==> src/rtl/rgbw_frame_packer_if.sv <==
`default_nettype none
// ============================================================================
// Module      : rgbw_frame_packer_if
// Description : Byte-stream valid/ready channel between the frame packer and
//               the byte-level SPI shifter.
// Revision    : 1.0 - initial release
// ============================================================================
interface rgbw_frame_packer_if;
   logic [7:0] tx_byte;
   logic       tx_valid;
   logic       tx_ready;

   modport master (
      output tx_byte,
      output tx_valid,
      input  tx_ready
   );

   modport slave (
      input  tx_byte,
      input  tx_valid,
      output tx_ready
   );
endinterface
`default_nettype wire

==> src/rtl/rgbw_frame_packer.sv <==
`default_nettype none
// ============================================================================
// Module      : rgbw_frame_packer
// Description : Snapshots the RGBW colour/control registers and serialises
//               them as a sync-prefixed byte frame to the SPI shifter.
//               Define RGBW_FRAME_CHECKSUM_EN to append an XOR checksum byte.
// Revision    : 1.0 - initial release
// ============================================================================
module rgbw_frame_packer #(
   parameter logic [7:0] SYNC_BYTE = 8'h55
) (
   input  wire        clk,
   input  wire        reset,
   input  wire        clk_half,
   input  wire        start,
   input  wire  [7:0] lint_in,
   input  wire  [7:0] colorIdx_in,
   input  wire  [7:0] red_in,
   input  wire  [7:0] green_in,
   input  wire  [7:0] blue_in,
   input  wire  [7:0] white_in,
   input  wire  [7:0] mode_in,
   rgbw_frame_packer_if.master tx,
   output logic       busy,
   output logic       frame_done
);

   typedef enum logic [0:0] {
      S_IDLE = 1'b0,
      S_SEND = 1'b1
   } state_t;

`ifdef RGBW_FRAME_CHECKSUM_EN
   localparam logic [3:0] c_LAST_IDX = 4'd8;
`else
   localparam logic [3:0] c_LAST_IDX = 4'd7;
`endif

   state_t     r_state, w_state_nxt;
   logic [3:0] r_idx, w_idx_nxt, w_sel_idx;
   logic [7:0] r_tx_byte, w_tx_byte_nxt, w_sel_byte;
   logic       r_tx_valid, w_tx_valid_nxt;
   logic       r_busy, w_busy_nxt;
   logic       r_frame_done, w_frame_done_nxt;
   logic       w_capture, w_snap_clear;

   logic [7:0] r_lint, r_color_idx, r_red, r_green, r_blue, r_white, r_mode;

`ifdef RGBW_FRAME_CHECKSUM_EN
   logic [7:0] w_csum;
   assign w_csum = r_lint ^ r_color_idx ^ r_red ^ r_green ^ r_blue ^ r_white ^ r_mode;
`endif

   // Byte that follows the current one in frame order.
   assign w_sel_idx = r_idx + 4'd1;

   always_comb begin
      w_sel_byte = 8'h00;
      case (w_sel_idx)
         4'd1:    w_sel_byte = r_lint;
         4'd2:    w_sel_byte = r_color_idx;
         4'd3:    w_sel_byte = r_red;
         4'd4:    w_sel_byte = r_green;
         4'd5:    w_sel_byte = r_blue;
         4'd6:    w_sel_byte = r_white;
         4'd7:    w_sel_byte = r_mode;
`ifdef RGBW_FRAME_CHECKSUM_EN
         4'd8:    w_sel_byte = w_csum;
`endif
         default: w_sel_byte = 8'h00;
      endcase
   end

   always_comb begin
      w_state_nxt      = r_state;
      w_idx_nxt        = r_idx;
      w_tx_byte_nxt    = r_tx_byte;
      w_tx_valid_nxt   = r_tx_valid;
      w_busy_nxt       = r_busy;
      w_frame_done_nxt = 1'b0;
      w_capture        = 1'b0;
      w_snap_clear     = 1'b0;
      case (r_state)
         S_IDLE: begin
            if (start) begin
               w_capture      = 1'b1;
               w_tx_byte_nxt  = SYNC_BYTE;
               w_tx_valid_nxt = 1'b1;
               w_busy_nxt     = 1'b1;
               w_idx_nxt      = 4'd0;
               w_state_nxt    = S_SEND;
            end
         end
         S_SEND: begin
            if (r_idx > c_LAST_IDX) begin
               // Unreachable index: recover to a clean idle state.
               w_state_nxt    = S_IDLE;
               w_idx_nxt      = 4'd0;
               w_tx_byte_nxt  = 8'h00;
               w_tx_valid_nxt = 1'b0;
               w_busy_nxt     = 1'b0;
               w_snap_clear   = 1'b1;
            end else if (r_tx_valid && tx.tx_ready) begin
               if (r_idx == c_LAST_IDX) begin
                  w_state_nxt      = S_IDLE;
                  w_idx_nxt        = 4'd0;
                  w_tx_byte_nxt    = 8'h00;
                  w_tx_valid_nxt   = 1'b0;
                  w_busy_nxt       = 1'b0;
                  w_frame_done_nxt = 1'b1;
               end else begin
                  w_idx_nxt     = w_sel_idx;
                  w_tx_byte_nxt = w_sel_byte;
               end
            end
         end
         default: w_state_nxt = S_IDLE;
      endcase
   end

   always_ff @(posedge clk or negedge reset) begin
      if (!reset) begin
         r_state      <= S_IDLE;
         r_idx        <= 4'd0;
         r_tx_byte    <= 8'h00;
         r_tx_valid   <= 1'b0;
         r_busy       <= 1'b0;
         r_frame_done <= 1'b0;
      end else if (!clk_half) begin
         r_state      <= w_state_nxt;
         r_idx        <= w_idx_nxt;
         r_tx_byte    <= w_tx_byte_nxt;
         r_tx_valid   <= w_tx_valid_nxt;
         r_busy       <= w_busy_nxt;
         r_frame_done <= w_frame_done_nxt;
      end
   end

   always_ff @(posedge clk or negedge reset) begin
      if (!reset) begin
         r_lint      <= 8'h00;
         r_color_idx <= 8'h00;
         r_red       <= 8'h00;
         r_green     <= 8'h00;
         r_blue      <= 8'h00;
         r_white     <= 8'h00;
         r_mode      <= 8'h00;
      end else if (!clk_half) begin
         if (w_capture) begin
            r_lint      <= lint_in;
            r_color_idx <= colorIdx_in;
            r_red       <= red_in;
            r_green     <= green_in;
            r_blue      <= blue_in;
            r_white     <= white_in;
            r_mode      <= mode_in;
         end else if (w_snap_clear) begin
            r_lint      <= 8'h00;
            r_color_idx <= 8'h00;
            r_red       <= 8'h00;
            r_green     <= 8'h00;
            r_blue      <= 8'h00;
            r_white     <= 8'h00;
            r_mode      <= 8'h00;
         end
      end
   end

   assign tx.tx_byte  = r_tx_byte;
   assign tx.tx_valid = r_tx_valid;
   assign busy        = r_busy;
   assign frame_done  = r_frame_done;

endmodule
`default_nettype wire

==> src/flat_wrapper.sv <==
// flat-port wrapper written by rule: the top's interface ports become plain ports
module rgbw_frame_packer_flat 
#(
   parameter logic [7:0] SYNC_BYTE = 8'h55
)
  (clk, reset, clk_half, start, lint_in, colorIdx_in, red_in, green_in, blue_in, white_in, mode_in, busy, frame_done, tx_tx_byte, tx_tx_valid, tx_tx_ready);
  rgbw_frame_packer_if tx_i ();
  input  wire clk;
  input  wire reset;
  input  wire clk_half;
  input  wire start;
  input  wire  [7:0] lint_in;
  input  wire  [7:0] colorIdx_in;
  input  wire  [7:0] red_in;
  input  wire  [7:0] green_in;
  input  wire  [7:0] blue_in;
  input  wire  [7:0] white_in;
  input  wire  [7:0] mode_in;
  output logic busy;
  output logic frame_done;
  output wire logic [$bits(tx_i.tx_byte)-1:0] tx_tx_byte;
  output wire logic [$bits(tx_i.tx_valid)-1:0] tx_tx_valid;
  input wire logic [$bits(tx_i.tx_ready)-1:0] tx_tx_ready;
  assign tx_tx_byte = tx_i.tx_byte;
  assign tx_tx_valid = tx_i.tx_valid;
  assign tx_i.tx_ready = tx_tx_ready;
  rgbw_frame_packer #(.SYNC_BYTE(SYNC_BYTE)) u_core (.clk(clk), .reset(reset), .clk_half(clk_half), .start(start), .lint_in(lint_in), .colorIdx_in(colorIdx_in), .red_in(red_in), .green_in(green_in), .blue_in(blue_in), .white_in(white_in), .mode_in(mode_in), .tx(tx_i), .busy(busy), .frame_done(frame_done));
endmodule
==> config.mk <==
export PLATFORM = sky130hd
export DESIGN_NAME = rgbw_frame_packer_flat
export DESIGN_NICKNAME = d
export VERILOG_FILES = /design/src/rtl/rgbw_frame_packer_if.sv /design/src/rtl/rgbw_frame_packer.sv /design/src/flat_wrapper.sv
export SDC_FILE = /design/constraint.sdc
export NUM_CORES = 1
export LEC_CHECK = 0
export ABC_AREA = 0
export CELL_PAD_IN_SITES_DETAIL_PLACEMENT = 1
export CELL_PAD_IN_SITES_GLOBAL_PLACEMENT = 2
export CORE_AREA = 10 10 124 126
export CTS_BUF_LIST = sky130_fd_sc_hd__clkbuf_16
export DETAILED_ROUTE_END_ITERATION = 6
export DIE_AREA = 0 0 134 136
export PLACE_DENSITY = 0.78
export SETUP_SLACK_MARGIN = 0.5
export SYNTH_ARGS = -nofsm -noshare
export SYNTH_HDL_FRONTEND = slang
export SYNTH_SLANG_ARGS = --single-unit
==> constraint.sdc <==
create_clock -name clk -period 2.45 [get_ports clk]
set_clock_uncertainty 0.1 [all_clocks]
set_input_delay 0.49 -clock clk [delete_from_list [all_inputs] [get_ports clk]]
set_output_delay 0.49 -clock clk [all_outputs]
set_load 0.02 [all_outputs]
; Word-level counts from Yosys, hierarchy flattened
; Cells that the tools add are included.
[classes]
add_sub_neg = 1
mul = 0
div_mod_pow = 0
magnitude_cmp = 1
n_eq_ne = 11
shifts = 0
muxes = 36
bitwise = 2
n_reduce_logical = 5
[op_table]
columns = op, n
row1 = $mux 8, 12
row2 = $pmux 8 s7, 1
row3 = $eq 4x3->1 const B, 5
row4 = $mux 4, 4
row5 = $pmux 8 s2, 1
row6 = $mux 1, 15
row7 = $eq 4x2->1 const B, 2
row8 = $pmux 4 s2, 1
row9 = $ne 3x3->1 const B, 2
row10 = $add 4x1->4 const B, 1
row11 = $eq 4x1->1 const B, 1
row12 = $gt 4x3->1 const B, 1
row13 = $pmux 1 s2, 2
row14 = $reduce_and 4->1, 1
row15 = $reduce_and 3->1, 1
row16 = $ne 2x2->1 const B, 1
row17 = $not 1->1, 2
row18 = $reduce_and 2->1, 1
row19 = $reduce_bool 2->1, 1
row20 = $logic_and 1x1->1, 1
[totals]
register_bits = 71
latchBits = 0
ram_bits = 0
romBits = 0
inputBits = 61
output_inout_bits = 11
wordCells = 68
mem_count = 0

; Depth between registers and ports, before layout
[logic_depth]
word_depth = 7
depth_mapped = 10
mapped_depth_nobuf = 7

; Least setup slack after synthesis
; No wires, ideal clock.
[synth_timing]
kind = register to register
startpoint = reg u_core.r_idx[1]
endpoint = reg u_core.r_tx_byte[2] (netlist: u_core.tx.tx_byte[2])
setup_ns = 0.143
t_arrival_ns = 1.875
required_time_ns = 2.207
path_slack_ns = 0.331
path_stages_with_launch = 8
n_path_buf = 1
synth_period_minus_slack_ns = 2.119
cell_sequence = dfrtp_1 -> ha_1 -> buf_2 -> mux2_2 -> nand4_1 -> o211ai_1 -> a2111oi_0 -> a211oi_1
[synth_between]
elab_chain_cells = 7
elab_cells_between_ends = 17
classes_between = add/sub: 1 / order compare: 1 / eq/ne: 9 / mux: 5 / reduce/logical: 1
[synth_rtl]
columns = element, line
row1 = from (decl), rgbw_frame_packer.sv:40  ; logic [3:0] r_idx, w_idx_nxt, w_sel_idx;
row2 = from (signal assigned), rgbw_frame_packer.sv:131  ; r_idx <= w_idx_nxt;
row3 = $add 4x1->4, rgbw_frame_packer.sv:55  ; assign w_sel_idx = r_idx + 4'd1;
row4 = $eq 4x3->1 (tied with other cells), rgbw_frame_packer.sv:59  ; case (w_sel_idx)
row5 = $pmux 8 s7, rgbw_frame_packer.sv:59
row6 = $mux 8, rgbw_frame_packer.sv:104  ; if (r_idx == c_LAST_IDX) begin
row7 = $mux 8, rgbw_frame_packer.sv:103  ; end else if (r_tx_valid && tx.tx_ready) begin
row8 = $mux 8, rgbw_frame_packer.sv:95  ; if (r_idx > c_LAST_IDX) begin
row9 = $pmux 8 s2, rgbw_frame_packer.sv:83  ; case (r_state)
row10 = to (signal assigned), rgbw_frame_packer.sv:132  ; r_tx_byte <= w_tx_byte_nxt;
row11 = to (decl), rgbw_frame_packer.sv:41  ; logic [7:0] r_tx_byte, w_tx_byte_nxt, w_sel_byte;
; Parallel ways exist; a longest one is shown, timed or not. The select of a mux whose other input is x is not followed.
; A chain may end at the register's enable or synchronous reset.

; Worst setup path after layout
; Ends and elaborated chain as after synthesis.

==> results.txt <==
Yosys top cell by area -> dfrtp_1
placed inst area -> 4872 µm²
delay of the slowest cell on the worst path -> 440 ps
Worst Path Required -> 2550 ps
Mapped Area -> 3816 µm²
Setup Viol. Count Final -> 0
Post-synth ARST share -> 100.0%
RD Place Congestion -> 0.9381
Leak -> 2.534 nW
antenna diode count -> 0
synthesized flop and latch total -> 71
fraction of layout cells with a size suffix above 1 -> 23.15%
CTS Buf Count -> 9
Worst-path clk slew -> 60 ps
# IOs -> 72
Worst Hold Class -> in -> async
worst vdd ir -> 0.3770 mV
Avg Inst Size Synth -> 8.693 µm²
Fmax -> 483.7 MHz
DRC -> 0
grt ovf -> 0
via count -> 3803
first-pass GRT wire length -> 22830 µm
Worst Path Max Fanout -> 6
DIE AREA -> 18220 µm²
routed length per instance -> 20.12 µm
TritonRoute pass-1 iters -> 5
Top Metal Used -> met4
Synth Flop Type -> dfrtp_1
RSZ-0062 raised after global routing -> yes
Post-synth top cells -> nand2_1 (124), dfrtp_1 (71), nand3_1 (64)
Max Slew Vio Count -> 0
r2r setup slk -> 380 ps
Worst setup EP type -> register
actual slew at the worst max-slew pin -> 778.0 ps
Mapped Nets -> 505
normalized max-slew margin -> 48.14%
cell with the most instances after synthesis -> nand2_1
PwrDens -> 948.1 nW/µm²
post-synth top area share -> 46.56%
Row Count -> 42
drt via density -> 5.311
maxcap violations -> 0
worst r2r dst -> u_core.tx.tx_byte[2]$_DFFE_PN0P_
CTS tree -> built
cell chain of the critical path -> ha_4 -> buf_6 -> buf_8 -> mux2_4 -> nand4_1 -> o211ai_1 -> a2111oi_4 -> a211oi_2
Starting Density -> 29.40%
crit path DAT -> 2170 ps
top cells by area, synth -> dfrtp_1 (47%), nand2_1 (12%), nand3_1 (8.4%)
WL met1 -> 6150 µm
Crit-path slowest cell -> dfrtp_2
H-tree depth -> 3
Netlist cell types -> 50
FF-to-FF path depth -> 8
pin count of the biggest net entering global routing -> 48
sequential cell area fraction in the yosys report -> 46.56%
worst r2r src -> u_core.r_idx[1]$_DFFE_PN0P_
min Tclk post-route -> 2067 ps
vias in the first global route -> 4159
Hold Vio Cnt, Final -> 0
clk_lat worst skew -> 340 ps
Core Area -> 12980 µm²
Final ANT Viol Nets -> 0
IO Port Bufs -> 71
CTS root buf -> clkbuf_16
Synth Warn # -> 0
CTS Buffer Depth -> 2
Die Y -> 136 µm
startpoint types -> register
Post-Synthesis Cells -> 439
nets -> 602
P&R area growth vs syn -> 49.28%
Design Area, Final -> 5697 µm²
Final Routed Wirelength -> 14400 µm
post-DP HPWL -> 10660 µm
Fin Setup TNS -> 0 ps
status -> finished, final reports clean
EDFF count, synth -> 0
Final period util -> 84.38%
global-route usage over all layers -> 15.82%
drt initial violations -> 240
Sink Count -> 71
DR WL met3 -> 741 µm
initial antenna violation count -> 0
Chip Width -> 134 µm
met2 routed WL -> 7057 µm
WS Path Type -> reg -> reg
## flip-flops by register name, indices dropped and copies added (netlist names)
signal              flops
u_core.tx.tx_valid      1
u_core.r_red            8
u_core.r_blue           8
u_core.r_state          1
u_core.r_color_idx      8
u_core.r_green          8
u_core.r_white          8
u_core.frame_done       1
u_core.tx.tx_byte       8
u_core.r_mode           8
u_core.r_idx            4
u_core.r_lint           8
## per-stage QoR
stage / power [mW] / utilization, % / std cells / hold slack [ps] / setup slack, ps
floorplan: 2.698 / - / 439 / 94.41 / 467.2
global placement: 3.422 / 37.54 / 681 / 365.3 / 80.39
detailed placement: 3.467 / 37.54 / 681 / 374.6 / -24.56
CTS: 5.235 / 42.89 / 709 / 159.8 / 411.8
global route: 5.701 / 43.89 / 716 / 187.3 / 319.7
finish: 5.401 / 43.89 / 716 / 132.3 / 382.6
## layout make-up
cell class	count	area (µm²)
clock inverter	6	71.32
sequential	71	1782
clock buffer	9	225.2
timing repair buffer	116	1136
inverter	6	25.02
tap	176	220.2
fill	1493	7283
multi-input combinational	332	2237
## layout by cell type (no fill, tap or decap), drive strengths merged, types with 5 or more instances in the layout
cell type / netlist / final
nand2: 124 / 124
a21oi: 8 / 8
nor2: 11 / 11
o21ai: 15 / 15
a22oi: 10 / 10
inv: 6 / 7
a32o: 14 / 14
buf: 10 / 46
nand3: 64 / 64
and2: 5 / 5
a21o: 5 / 5
dfrtp: 71 / 71
nor2b: 7 / 7
dlygate4sd2: 0 / 6
clkbuf: 20 / 9
clkdlybuf4s50: 0 / 62
ha: 5 / 5
mux2i: 8 / 8
## what timing repair did
action | in CTS | in global routing
setup endpoints to repair | 14 | 9
pin swaps | 19 | 13
gates resized for setup | 81 | 18
gates cloned | 1 | 0
endpoints found under the hold margin | 0 | 0
setup buffers | 12 | 7
hold buffers | 0 | 0
## critical path, delay by kind of cell, from the launching register on
kind / cells / cell delay (ps)
mux: 1 / 290
buf+inv: 2 / 260
flops: 1 / 440
compound gates: 3 / 560
simple gates: 1 / 80
fa+ha+maj: 1 / 200
## cell families (layout without fill, tap and decap cells)
family	count (synthesis)	in the layout	synth area share [%]
flops	71	71	46.56
compound gates	88	88	17.54
buf+inv	36	137	4.065
simple gates	230	230	27.80
fa+ha+maj	5	5	1.639
mux	9	9	2.394
## power by group
group / internal, mW / switching [mW] / total [mW]
combinational: 1.05 / 1.23 / 2.28
clock: 0.789 / 0.512 / 1.30
sequential: 1.48 / 0.347 / 1.82
## metal layers
layer | vias up | track usage [%]
met1 | 1882 | 18.51
met4 | 0 | 5.502
met3 | 39 | 3.727
met2 | 123 | 27.75
met5 | - | 0
li1 | 1759 | -
## worst max path at each step
stage | from | end | slack (ps) | cells after the start
after CTS | u_core.r_idx[0]$_DFFE_PN0P_ | u_core.tx.tx_byte[2]$_DFFE_PN0P_ | 410 | 8
after floorplan | u_core.r_idx[1]$_DFFE_PN0P_ | u_core.tx.tx_byte[2]$_DFFE_PN0P_ | 470 | 6
after global routing | u_core.r_idx[1]$_DFFE_PN0P_ | u_core.tx.tx_byte[6]$_DFFE_PN0P_ | 320 | 8
final | u_core.r_idx[1]$_DFFE_PN0P_ | u_core.tx.tx_byte[2]$_DFFE_PN0P_ | 380 | 8
after detailed placement | tx_tx_ready | u_core.tx.tx_byte[0]$_DFFE_PN0P_ | -20 | 7
after global placement | tx_tx_ready | u_core.tx.tx_byte[4]$_DFFE_PN0P_ | 80 | 7
Power figures use the tool's default switching activity.
